--- src/rtl/tcb_gpio_irq.sv ---
// GPIO interrupt stage: per-pin rising/falling edge detection into a sticky
// pending register, masked into one registered level interrupt. Configured
// and serviced through a TCB subordinate port (RISE/FALL/PEND/MASK).
module tcb_gpio_irq #(
  parameter int unsigned GW = 32,
  parameter int unsigned AW = 4
) (
  input  logic          clk,
  input  logic          rst,
  input  logic [GW-1:0] gpio_r,
  output logic          irq,
  input  logic          bus_vld,
  input  logic          bus_wen,
  input  logic [AW-1:0] bus_adr,
  input  logic [31:0]   bus_wdt,
  output logic [31:0]   bus_rdt,
  output logic          bus_rdy,
  output logic          bus_err
);

  typedef enum logic [1:0] {
    REG_RISE = 2'd0,
    REG_FALL = 2'd1,
    REG_PEND = 2'd2,
    REG_MASK = 2'd3
  } reg_sel_e;

  logic [GW-1:0] rise_en_q, rise_en_d;
  logic [GW-1:0] fall_en_q, fall_en_d;
  logic [GW-1:0] pend_q, pend_d;
  logic [GW-1:0] mask_q, mask_d;
  logic [GW-1:0] prev_q, prev_d;
  logic          irq_q, irq_d;
  logic [31:0]   rdt_q, rdt_d;
  logic          init_q, init_d;

  logic          adr_bad_s;
  logic          wr_s;
  logic          rd_s;
  reg_sel_e      sel_s;
  logic [GW-1:0] wdt_s;
  logic [GW-1:0] w1c_s;
  logic [GW-1:0] evt_s;
  logic [31:0]   rd_val_s;

  assign bus_rdy = 1'b1;
  assign bus_err = bus_vld & adr_bad_s;
  assign irq     = irq_q;
  assign bus_rdt = rdt_q;

  // Address decode: only word-aligned offsets 0x0..0xC are mapped.
  always_comb begin
    adr_bad_s = (bus_adr[1:0] != 2'd0) || ((bus_adr >> 4) != {AW{1'b0}});
    sel_s     = reg_sel_e'(bus_adr[3:2]);
    wr_s      = bus_vld & bus_wen & ~adr_bad_s;
    rd_s      = bus_vld & ~bus_wen;
    wdt_s     = bus_wdt[GW-1:0];
  end

  // Read mux of current (pre-update) register values, zero-extended to 32 bits.
  always_comb begin
    rd_val_s = 32'd0;
    case (sel_s)
      REG_RISE: rd_val_s[GW-1:0] = rise_en_q;
      REG_FALL: rd_val_s[GW-1:0] = fall_en_q;
      REG_PEND: rd_val_s[GW-1:0] = pend_q;
      REG_MASK: rd_val_s[GW-1:0] = mask_q;
      default:  rd_val_s = 32'd0;
    endcase
  end

  // Next-state: register writes, edge detection, pending set/clear, irq.
  always_comb begin
    rise_en_d = rise_en_q;
    fall_en_d = fall_en_q;
    mask_d    = mask_q;
    w1c_s     = {GW{1'b0}};
    rdt_d     = rdt_q;
    init_d    = 1'b1;
    prev_d    = gpio_r;

    if (wr_s) begin
      case (sel_s)
        REG_RISE: rise_en_d = wdt_s;
        REG_FALL: fall_en_d = wdt_s;
        REG_PEND: w1c_s     = wdt_s;
        REG_MASK: mask_d    = wdt_s;
        default:  w1c_s     = {GW{1'b0}};
      endcase
    end else begin
      w1c_s = {GW{1'b0}};
    end

    if (rd_s) begin
      rdt_d = adr_bad_s ? 32'd0 : rd_val_s;
    end else begin
      rdt_d = rdt_q;
    end

    // The first cycle after reset has no valid history in prev_q.
    if (init_q) begin
      evt_s = (gpio_r & ~prev_q & rise_en_q) | (~gpio_r & prev_q & fall_en_q);
    end else begin
      evt_s = {GW{1'b0}};
    end

    // Set wins over a same-cycle W1C on the same bit.
    pend_d = (pend_q & ~w1c_s) | evt_s;
    irq_d  = |(pend_d & mask_d);
  end

  // State registers with synchronous active-high reset.
  always_ff @(posedge clk) begin
    if (rst) begin
      rise_en_q <= {GW{1'b0}};
      fall_en_q <= {GW{1'b0}};
      pend_q    <= {GW{1'b0}};
      mask_q    <= {GW{1'b0}};
      prev_q    <= {GW{1'b0}};
      irq_q     <= 1'b0;
      rdt_q     <= 32'd0;
      init_q    <= 1'b0;
    end else begin
      rise_en_q <= rise_en_d;
      fall_en_q <= fall_en_d;
      pend_q    <= pend_d;
      mask_q    <= mask_d;
      prev_q    <= prev_d;
      irq_q     <= irq_d;
      rdt_q     <= rdt_d;
      init_q    <= init_d;
    end
  end

endmodule

--- config.mk ---
export PLATFORM = sky130hd
export DESIGN_NAME = tcb_gpio_irq
export DESIGN_NICKNAME = d
export VERILOG_FILES = /design/src/rtl/tcb_gpio_irq.sv
export SDC_FILE = /design/constraint.sdc
export NUM_CORES = 1
export LEC_CHECK = 0
export ABC_CLOCK_PERIOD_IN_PS = 2500
export CAP_MARGIN = 10
export CORE_AREA = 8 8 152 154
export DETAILED_ROUTE_END_ITERATION = 10
export DIE_AREA = 0 0 160 162
export DONT_BUFFER_PORTS = 1
export HOLD_SLACK_MARGIN = 0.05
export MAX_ROUTING_LAYER = met4
export PLACE_DENSITY_LB_ADDON = 0.08
export SKIP_CTS_REPAIR_TIMING = 1
export SLEW_MARGIN = 25
export SYNTH_ARGS = -nofsm -noshare
export SYNTH_HDL_FRONTEND = slang
export SYNTH_SLANG_ARGS = --single-unit
--- constraint.sdc ---
create_clock -name clk -period 2.5 [get_ports clk]
set_clock_uncertainty 0.05 [all_clocks]
set_input_delay 0.375 -clock clk [delete_from_list [all_inputs] [get_ports clk]]
set_output_delay 0.375 -clock clk [all_outputs]
set_load 0.01 [all_outputs]
Word level (Yosys, flattened, before mapping)
Cells that the tools add are included.
{"block": "op_classes", "n_eq_ne": 3, "n_bitwise": 17, "mux": 8, "n_reduce_logical": 5}
{"operator": "$and 32x32->32", "n": 6}
{"operator": "$mux 32", "n": 6}
{"operator": "$pmux 32 s4", "n": 1}
{"operator": "$not 32->32", "n": 3}
{"operator": "$or 32x32->32", "n": 2}
{"operator": "$reduce_or 32->1", "n": 1}
{"operator": "$and 1x1->1", "n": 4}
{"operator": "$eq 2x2->1 const B", "n": 2}
{"operator": "$reduce_and 2->1", "n": 2}
{"operator": "$eq 2x1->1 const B", "n": 1}
{"operator": "$logic_not 2->1", "n": 1}
{"operator": "$not 1->1", "n": 2}
{"operator": "$reduce_bool 2->1", "n": 1}
{"operator": "$mux 1", "n": 1}
{"block": "totals", "word_cells": 41, "input_bits": 72, "register_bits": 194, "output_inout_bits": 35}

Logic depth before layout (Yosys ltp)
Gate-level depths: netlist of run 1.
{"block": "depth", "word_depth": 9, "mapped_depth": 9, "depth_no_buf": 6}

Worst setup path before layout of run 1
No wires, ideal clock.
{"block": "synth_timing", "path_type": "in2reg", "startpoint": "in bus_adr[1]", "endpoint": "reg irq_q (netlist: irq)", "stages": 8, "setup_time_ps": 140, "required_time_ps": 2310, "arrival_ps": 1953, "path_buffers": 2, "slack_ps": 357, "path_cell_list": "nor4bb_4 -> and3_1 -> buf_6 -> buf_12 -> mux2_4 -> a22o_1 -> nor4_1 -> a41oi_1"}
{"block": "synth_between", "elab_chain_len": 9, "elab_cells_between_ends": 10, "classes_between": "mux: 2; bitwise: 6; reduce/logical: 2"}
{"element": "start: declaration", "line": "14", "text": "input logic [AW-1:0] bus_adr,"}
{"element": "$reduce_bool 2->1 *", "line": "53", "text": "adr_bad_s = (bus_adr[1:0] != 2'd0) || ((bus_adr >> 4) != {AW{1'b0}});"}
{"element": "$not 1->1 *", "line": "55", "text": "wr_s = bus_vld & bus_wen & ~adr_bad_s;"}
{"element": "$and 1x1->1 *", "line": "55"}
{"element": "$mux 32", "line": "82", "text": "if (wr_s) begin"}
{"element": "$not 32->32", "line": "108", "text": "pend_d = (pend_q & ~w1c_s) | evt_s;"}
{"element": "$and 32x32->32", "line": "108"}
{"element": "$or 32x32->32", "line": "108"}
{"element": "$and 32x32->32 *", "line": "109", "text": "irq_d = |(pend_d & mask_d);"}
{"element": "$reduce_or 32->1 *", "line": "109"}
{"element": "end signal: assignment", "line": "129", "text": "irq_q <= irq_d;"}
{"element": "end: declaration", "line": "33", "text": "logic irq_q, irq_d;"}
Mark *: on every way between the ends. The rest lies on a longest branch, timed or not.
A chain may end at the register's enable or synchronous reset.

Worst setup path in the final report of run 1
Ends and elaborated chain as after synthesis.

==> impl_metrics.toml, run 1 <==
[cts]
htree_levels = 4
clkTransAtPathRegs_ns = 0.06
cts.sinks = 194
clk_root_buffer_cell = "clkbuf_16"
cts_tree = "done"
insertion_delay_ns = 0.44
cts_buffers = 17
ctsLongestPathBuffers = 2

[hold_path]
hold_start = "bus_wdt[9]"
min_path_cells = 2
hold_end = "fall_en_q[9]$_SDFFE_PP0P_"
hold_class = "input pin to flip-flop"

[critical_path]
slowest_delay_ns = 0.41
reg2reg_slack_ns = 0.50
startpoint_type = "input pin"
cp.required_ns = 2.74
worst-setup-path-type = "input pin to flip-flop"
reg2reg_depth = 5
worstPathMaxFanout = 9
arrival_ns = 2.26
crit_slowest_cell = "and3_2"
crit_family = "simple AND/OR/NAND/NOR gates"
crit_chain = "nor4bb_4, and3_2, buf_4, mux2i_1, o22ai_1, nor4_1, a41oi_1"
r2r_end = "irq$_SDFF_PP0_"
end_kind = "flip-flop"
reg2reg_from = "init_q$_DFF_P_"
crit_buf_inv = 1

[global_route]
grt.overflow.total = 0
grt_use_total_pct = 19.1
grt_max_degree = 183
grt_first_pass_wirelength_mm = 37.3
antenna_found_initial = 0
grt_pass1_vias = 6343

[sta]
post-route-period-util_pct = 80.7
fmax_mhz = 496
slew_headroom_pct = 50.0
tns_ns = 0
tightest_slew_ns = 0.749
hold_viol = 0
setup_viol = 0
drv_slew = 0
rsz0062_at_grt = "no"
final.min_clock_period_ns = 2.02

[drt]
ant_nets = 0
vias = 6685
vias_per_cell = 5.55
dr.first_iter.drc_count = 499
drc = 0
wl_per_cell_um = 21.6
totalWireLength_mm = 26.0
drtPass1Iterations = 5

[power_and_ir_drop]
intPower_uw = 4830
ir_worst_vdd_uv = 418
switching_share_pct = 22.2
leakagePower_uw = 0.00324
power.share.sequential_pct = 50.8
power.density_nw_per_um2 = 646
p_switching_uw = 1380
pwr-share-comb_pct = 4.9
pwr-share-clk_pct = 44.2

[logic_synthesis]
yosys_warnings = 0
async_flop_share_pct = 0
synth.distinct_cells = 35
synth-edff-count = 0
syn-mean-instance-area_um2 = 9.26
syn-cell-area_um2 = 8090
syn-num-nets = 946
netlist_instances = 874
ys_seq_elements = 194
ys_seq_area_share_pct = 48.0
synthFlopType = "dfxtp_1"

[run_status]
status = "completed"

[run]
drv_cap = 0

[die]
coreArea_um2 = 20700
die_y_um = 162
rows = 53
fp.dieW_um = 160
ios = 107
die_area_um2 = 25900
initial_core_util_pct = 39.1

[cells_and_area]
n_fill_cell = 1990
nets = 989
drive_gt1_share_pct = 10.2
diodes = 0
syn_to_final_growth_pct = 18.9
utilization_pct = 46.5

[placed_design]
place_hpwl_mm = 15.9
numPortBuffers = 0
place_congestion = 0.816
-- stage by stage --
step / instance area, µm² / power (µW) / worst slack [ns] / instances / hold WS [ns]
6_report: 9620 / 6210 / 0.482 / 1204 / 0.0315
2_1_floorplan: 8090 / 3400 / 0.357 / 874 / 0.392
3_5_place_dp: 8310 / 3390 / 0.0470 / 1104 / 0.402
5_1_grt: 9620 / 6400 / 0.312 / 1204 / 0.0527
4_1_cts: 8890 / 6100 / 0.502 / 1135 / -0.0472
3_3_place_gp: 8310 / 3380 / 0.0351 / 1104 / 0.398
-- cell usage after synthesis (4+ instances only) --
| library cell | n | share of area, % |
|---|---|---|
| o21ai_0 | 32 | 2.0 |
| and2_1 | 13 | 1.0 |
| nor2_1 | 81 | 3.8 |
| o31ai_1 | 4 | 0.37 |
| a22oi_1 | 56 | 5.2 |
| dfxtp_1 | 194 | 48 |
| buf_1 | 7 | 0.32 |
| mux2_2 | 5 | 0.70 |
| and3b_1 | 8 | 0.87 |
| a22o_1 | 8 | 0.87 |
| nand3_1 | 28 | 1.7 |
| a21oi_1 | 68 | 4.2 |
| clkbuf_1 | 44 | 2.0 |
| nor4_1 | 4 | 0.31 |
| o22ai_1 | 12 | 0.93 |
| buf_2 | 7 | 0.43 |
| nor2b_1 | 33 | 2.6 |
| mux4_2 | 32 | 8.9 |
| mux2i_1 | 24 | 3.0 |
| nand3b_1 | 28 | 2.6 |
| nand2_1 | 165 | 7.7 |
-- flip-flops by register name, indices dropped and copies added (netlist names) --
register	count
bus_rdt	32
fall_en_q	32
mask_q	32
pend_q	32
prev_q	32
rise_en_q	32
init_q	1
irq	1
-- logic make-up (layout without fill, tap and decap cells) --
kind of cell           after synthesis  in the layout  share of synthesized area [%]
AND/OR/NAND/NOR                    367            367                           21.3
flip-flops                         194            194                           48.0
AO/OA/AOI/OAI                      182            182                           13.7
buffers and inverters               66            121                           3.79
multiplexers                        64             64                           13.1
other                                1              1                         0.0464
-- cells in the final DEF, fill, tap and decap left out, types with 3 or more instances in the layout --
cell type	n
dfxtp_1	194
nand2_1	165
nor2_1	81
a21oi_1	68
dlygate4sd3_1	67
a22oi_1	56
o21ai_0	32
nor2b_1	32
mux4_2	32
nand3_1	28
nand3b_1	28
mux2i_1	24
buf_4	19
clkbuf_16	17
and2_1	13
o22ai_1	12
a22o_1	8
and3b_1	8
mux2_2	5
o31ai_1	4
nor4_1	4
clkinvlp_4	4
mux2_4	3
clkbuf_8	3
clkbuf_1	3
-- power by group through the flow --
stage	clock network, µW	registers [µW]	logic [µW]
final	2750	3160	307
after detailed placement	0	3230	159
after floorplan	0	3220	184
after CTS	2790	3160	160
after global placement	0	3230	155
after global routing	2920	3160	326
-- per-layer routing --
layer | routed length (µm) | track usage [%] | part of all wire (%)
met1 | 11200 | 23.0 | 43
met3 | 1900 | 5.59 | 7.3
met5 | 0 | - | 0
met2 | 12500 | 30.5 | 48
met4 | 400 | 6.16 | 1.5
-- worst max-delay path by stage --
| stage | slack (ns) | endpoint | depth (start not counted) | startpoint |
|---|---|---|---|---|
| after floorplan | 0.36 | irq$_SDFF_PP0_ | 8 | bus_adr[1] |
| after global placement | 0.04 | irq$_SDFF_PP0_ | 7 | bus_adr[1] |
| after detailed placement | 0.05 | irq$_SDFF_PP0_ | 7 | bus_adr[1] |
| after CTS | 0.50 | irq$_SDFF_PP0_ | 7 | bus_adr[1] |
| after global routing | 0.31 | irq$_SDFF_PP0_ | 7 | bus_adr[1] |
| final | 0.48 | irq$_SDFF_PP0_ | 7 | bus_adr[1] |
-- worst reg2reg max path: cells and delay by family (launching register included) --
family,cells,cell delay [ns]
AOI/OAI and AO/OA,3,0.62
and+or+nand+nor,1,0.08
buffers and inverters,1,0.36
DFF,1,0.81
-- area by class of cell --
class	count	area, µm²	area share [%]
tap	275	344	3.58
timing repair buffer	89	888	9.24
clock inverter	8	104	1.08
inverter	1	3.75	0.0390
clock buffer	23	478	4.97
multi-input combinational	614	3910	40.7
sequential	194	3880	40.4
(Power assumes the default switching activity.)
==> run 2: changes to the inputs <==
- ABC_CLOCK_PERIOD_IN_PS: 2500 -> 2100
- clock period: 2.5 -> 2.1 ns (I/O delays scaled with it)
==> run 2 against run 1 <==
Effect of this change: combinational power increased by 15%; final cell count increased by 7.2%; sequential cell count unchanged; clock-buffer cell count decreased by 1; clock power increased by 13%.
==> impl_metrics.toml, run 2 (synthesized netlist as in run 1, its figures left out) <==
[sta]
fmax_mhz = 521
rsz0062_at_grt = "no"
tns_ns = 0
setup_viol = 0
drv_slew = 0
hold_viol = 0
post-route-period-util_pct = 91.4
final.min_clock_period_ns = 1.92

[critical_path]
end_kind = "flip-flop"
worstPathMaxFanout = 11
reg2reg_depth = 6
r2r_end = "irq$_SDFF_PP0_"
reg2reg_slack_ns = 0.30
slowest_delay_ns = 0.54
worst-setup-path-type = "input pin to flip-flop"
arrival_ns = 2.19
crit_slowest_cell = "dlygate4sd3_1"
crit_chain = "nor4bb_4, and3_2, buf_12, buf_4, mux2i_1, buf_4, nor2_1, dlygate4sd3_1"
reg2reg_from = "fall_en_q[27]$_SDFFE_PP0P_"
startpoint_type = "input pin"
cpMostUsedCell = "buf_4"
cp.required_ns = 2.37

[cts]
clkTransAtPathRegs_ns = 0.07
insertion_delay_ns = 0.43
clk_root_buffer_cell = "clkbuf_16"
ctsLongestPathBuffers = 2
cts.sinks = 194
cts_tree = "done"
cts_buffers = 17
htree_levels = 4

[placed_design]
place_hpwl_mm = 16.4
place_congestion = 0.810
numPortBuffers = 0

[run_status]
status = "completed"

[drt]
drtPass1Iterations = 6
vias_per_cell = 5.49
drc = 0
dr.first_iter.drc_count = 573
vias = 7086
ant_nets = 0
totalWireLength_mm = 27.4
wl_per_cell_um = 21.2

[hold_path]
min_path_cells = 2
hold_end = "mask_q[31]$_SDFF_PP0_"
hold_start = "bus_wdt[31]"
hold_class = "input pin to flip-flop"

[die]
die_area_um2 = 25900
rows = 53
initial_core_util_pct = 39.1
ios = 107
fp.dieW_um = 160
die_y_um = 162
coreArea_um2 = 20700

[power_and_ir_drop]
power_uw = 7210
leakagePower_uw = 0.00382
power.density_nw_per_um2 = 691
ir_worst_vdd_uv = 514

[cells_and_area]
diodes = 0
syn_to_final_growth_pct = 29.0
utilization_pct = 50.4
layout_common_cells = "194 x dfxtp_1, 165 x nand2_1, 142 x dlygate4sd3_1, 81 x nor2_1, 68 x a21oi_1"
drive_gt1_share_pct = 10.5
final_common_cell = "dfxtp_1"
nets = 1077
n_fill_cell = 1915

[global_route]
antenna_found_initial = 0
grt_pass1_vias = 6257
grt_first_pass_wirelength_mm = 37.8
grt.overflow.total = 0
grt_max_degree = 183
grt_use_total_pct = 19.3

[run]
drv_cap = 0
-- run 2: cell count changes in the layout (fill, tap and decap cells not counted), sizes merged --
cell / previous run / this run
buf: 22 / 35
bufinv: 2 / 1
clkbuf: 23 / 22
clkinv: 2 / 3
dlygate4sd3: 67 / 142
-- run 2: worst max-delay path by stage --
stage	start	to	slack, ns	depth (start not counted)
after global placement	bus_adr[1]	irq$_SDFF_PP0_	-0.22	7
after global routing	bus_adr[1]	irq$_SDFF_PP0_	0.05	7
after CTS	bus_adr[1]	irq$_SDFF_PP0_	0.19	7
after floorplan	bus_adr[1]	irq$_SDFF_PP0_	0.02	8
after detailed placement	bus_adr[1]	irq$_SDFF_PP0_	-0.25	7
final	bus_adr[1]	mask_q[3]$_SDFF_PP0_	0.18	8
-- run 2: power breakdown --
group / internal [µW] / switching, µW / leakage [µW]
logic: 193 / 160 / 0.00199
registers: 3730 / 26.2 / 0.00157
clock network: 1690 / 1420 / 0.000254
-- run 2: layout make-up --
cell class	count	area (µm²)	area share [%]
well taps	275	344	3.30
flip-flops and latches	194	3880	37.2
repair buffers	177	1740	16.7
multi-input cells	614	3910	37.5
inverters	1	3.75	0.0360
clock buffers	22	464	4.45
clock inverters	8	82.6	0.791
-- run 2: stage by stage --
stage / instance area, µm² / cells / setup WS (ns) / hold slack [ns]
after floorplan: 8090 / 874 / 0.0173 / 0.392
after global placement: 8440 / 1118 / -0.219 / 0.352
after detailed placement: 8440 / 1118 / -0.254 / 0.353
after CTS: 8980 / 1148 / 0.189 / -0.105
after global routing: 10400 / 1291 / 0.0501 / 0.0509
final: 10400 / 1291 / 0.180 / 0.0336
-- run 2: critical path: cells and delay by family --
kind                   cells  cell delay [ns]
buffers and inverters      4             1.04
and+or+nand+nor            3             0.55
muxes                      1             0.27
-- run 2: routing by layer --
metal	vias to the layer above	GRT usage [%]	routed length [µm]	part of all wire, %
li1	3324	-	-	-
met4	0	5.14	291	1.1
met5	-	-	0	0
met3	23	4.86	1590	5.8
met2	213	31.3	13500	49
met1	3526	23.8	12000	44
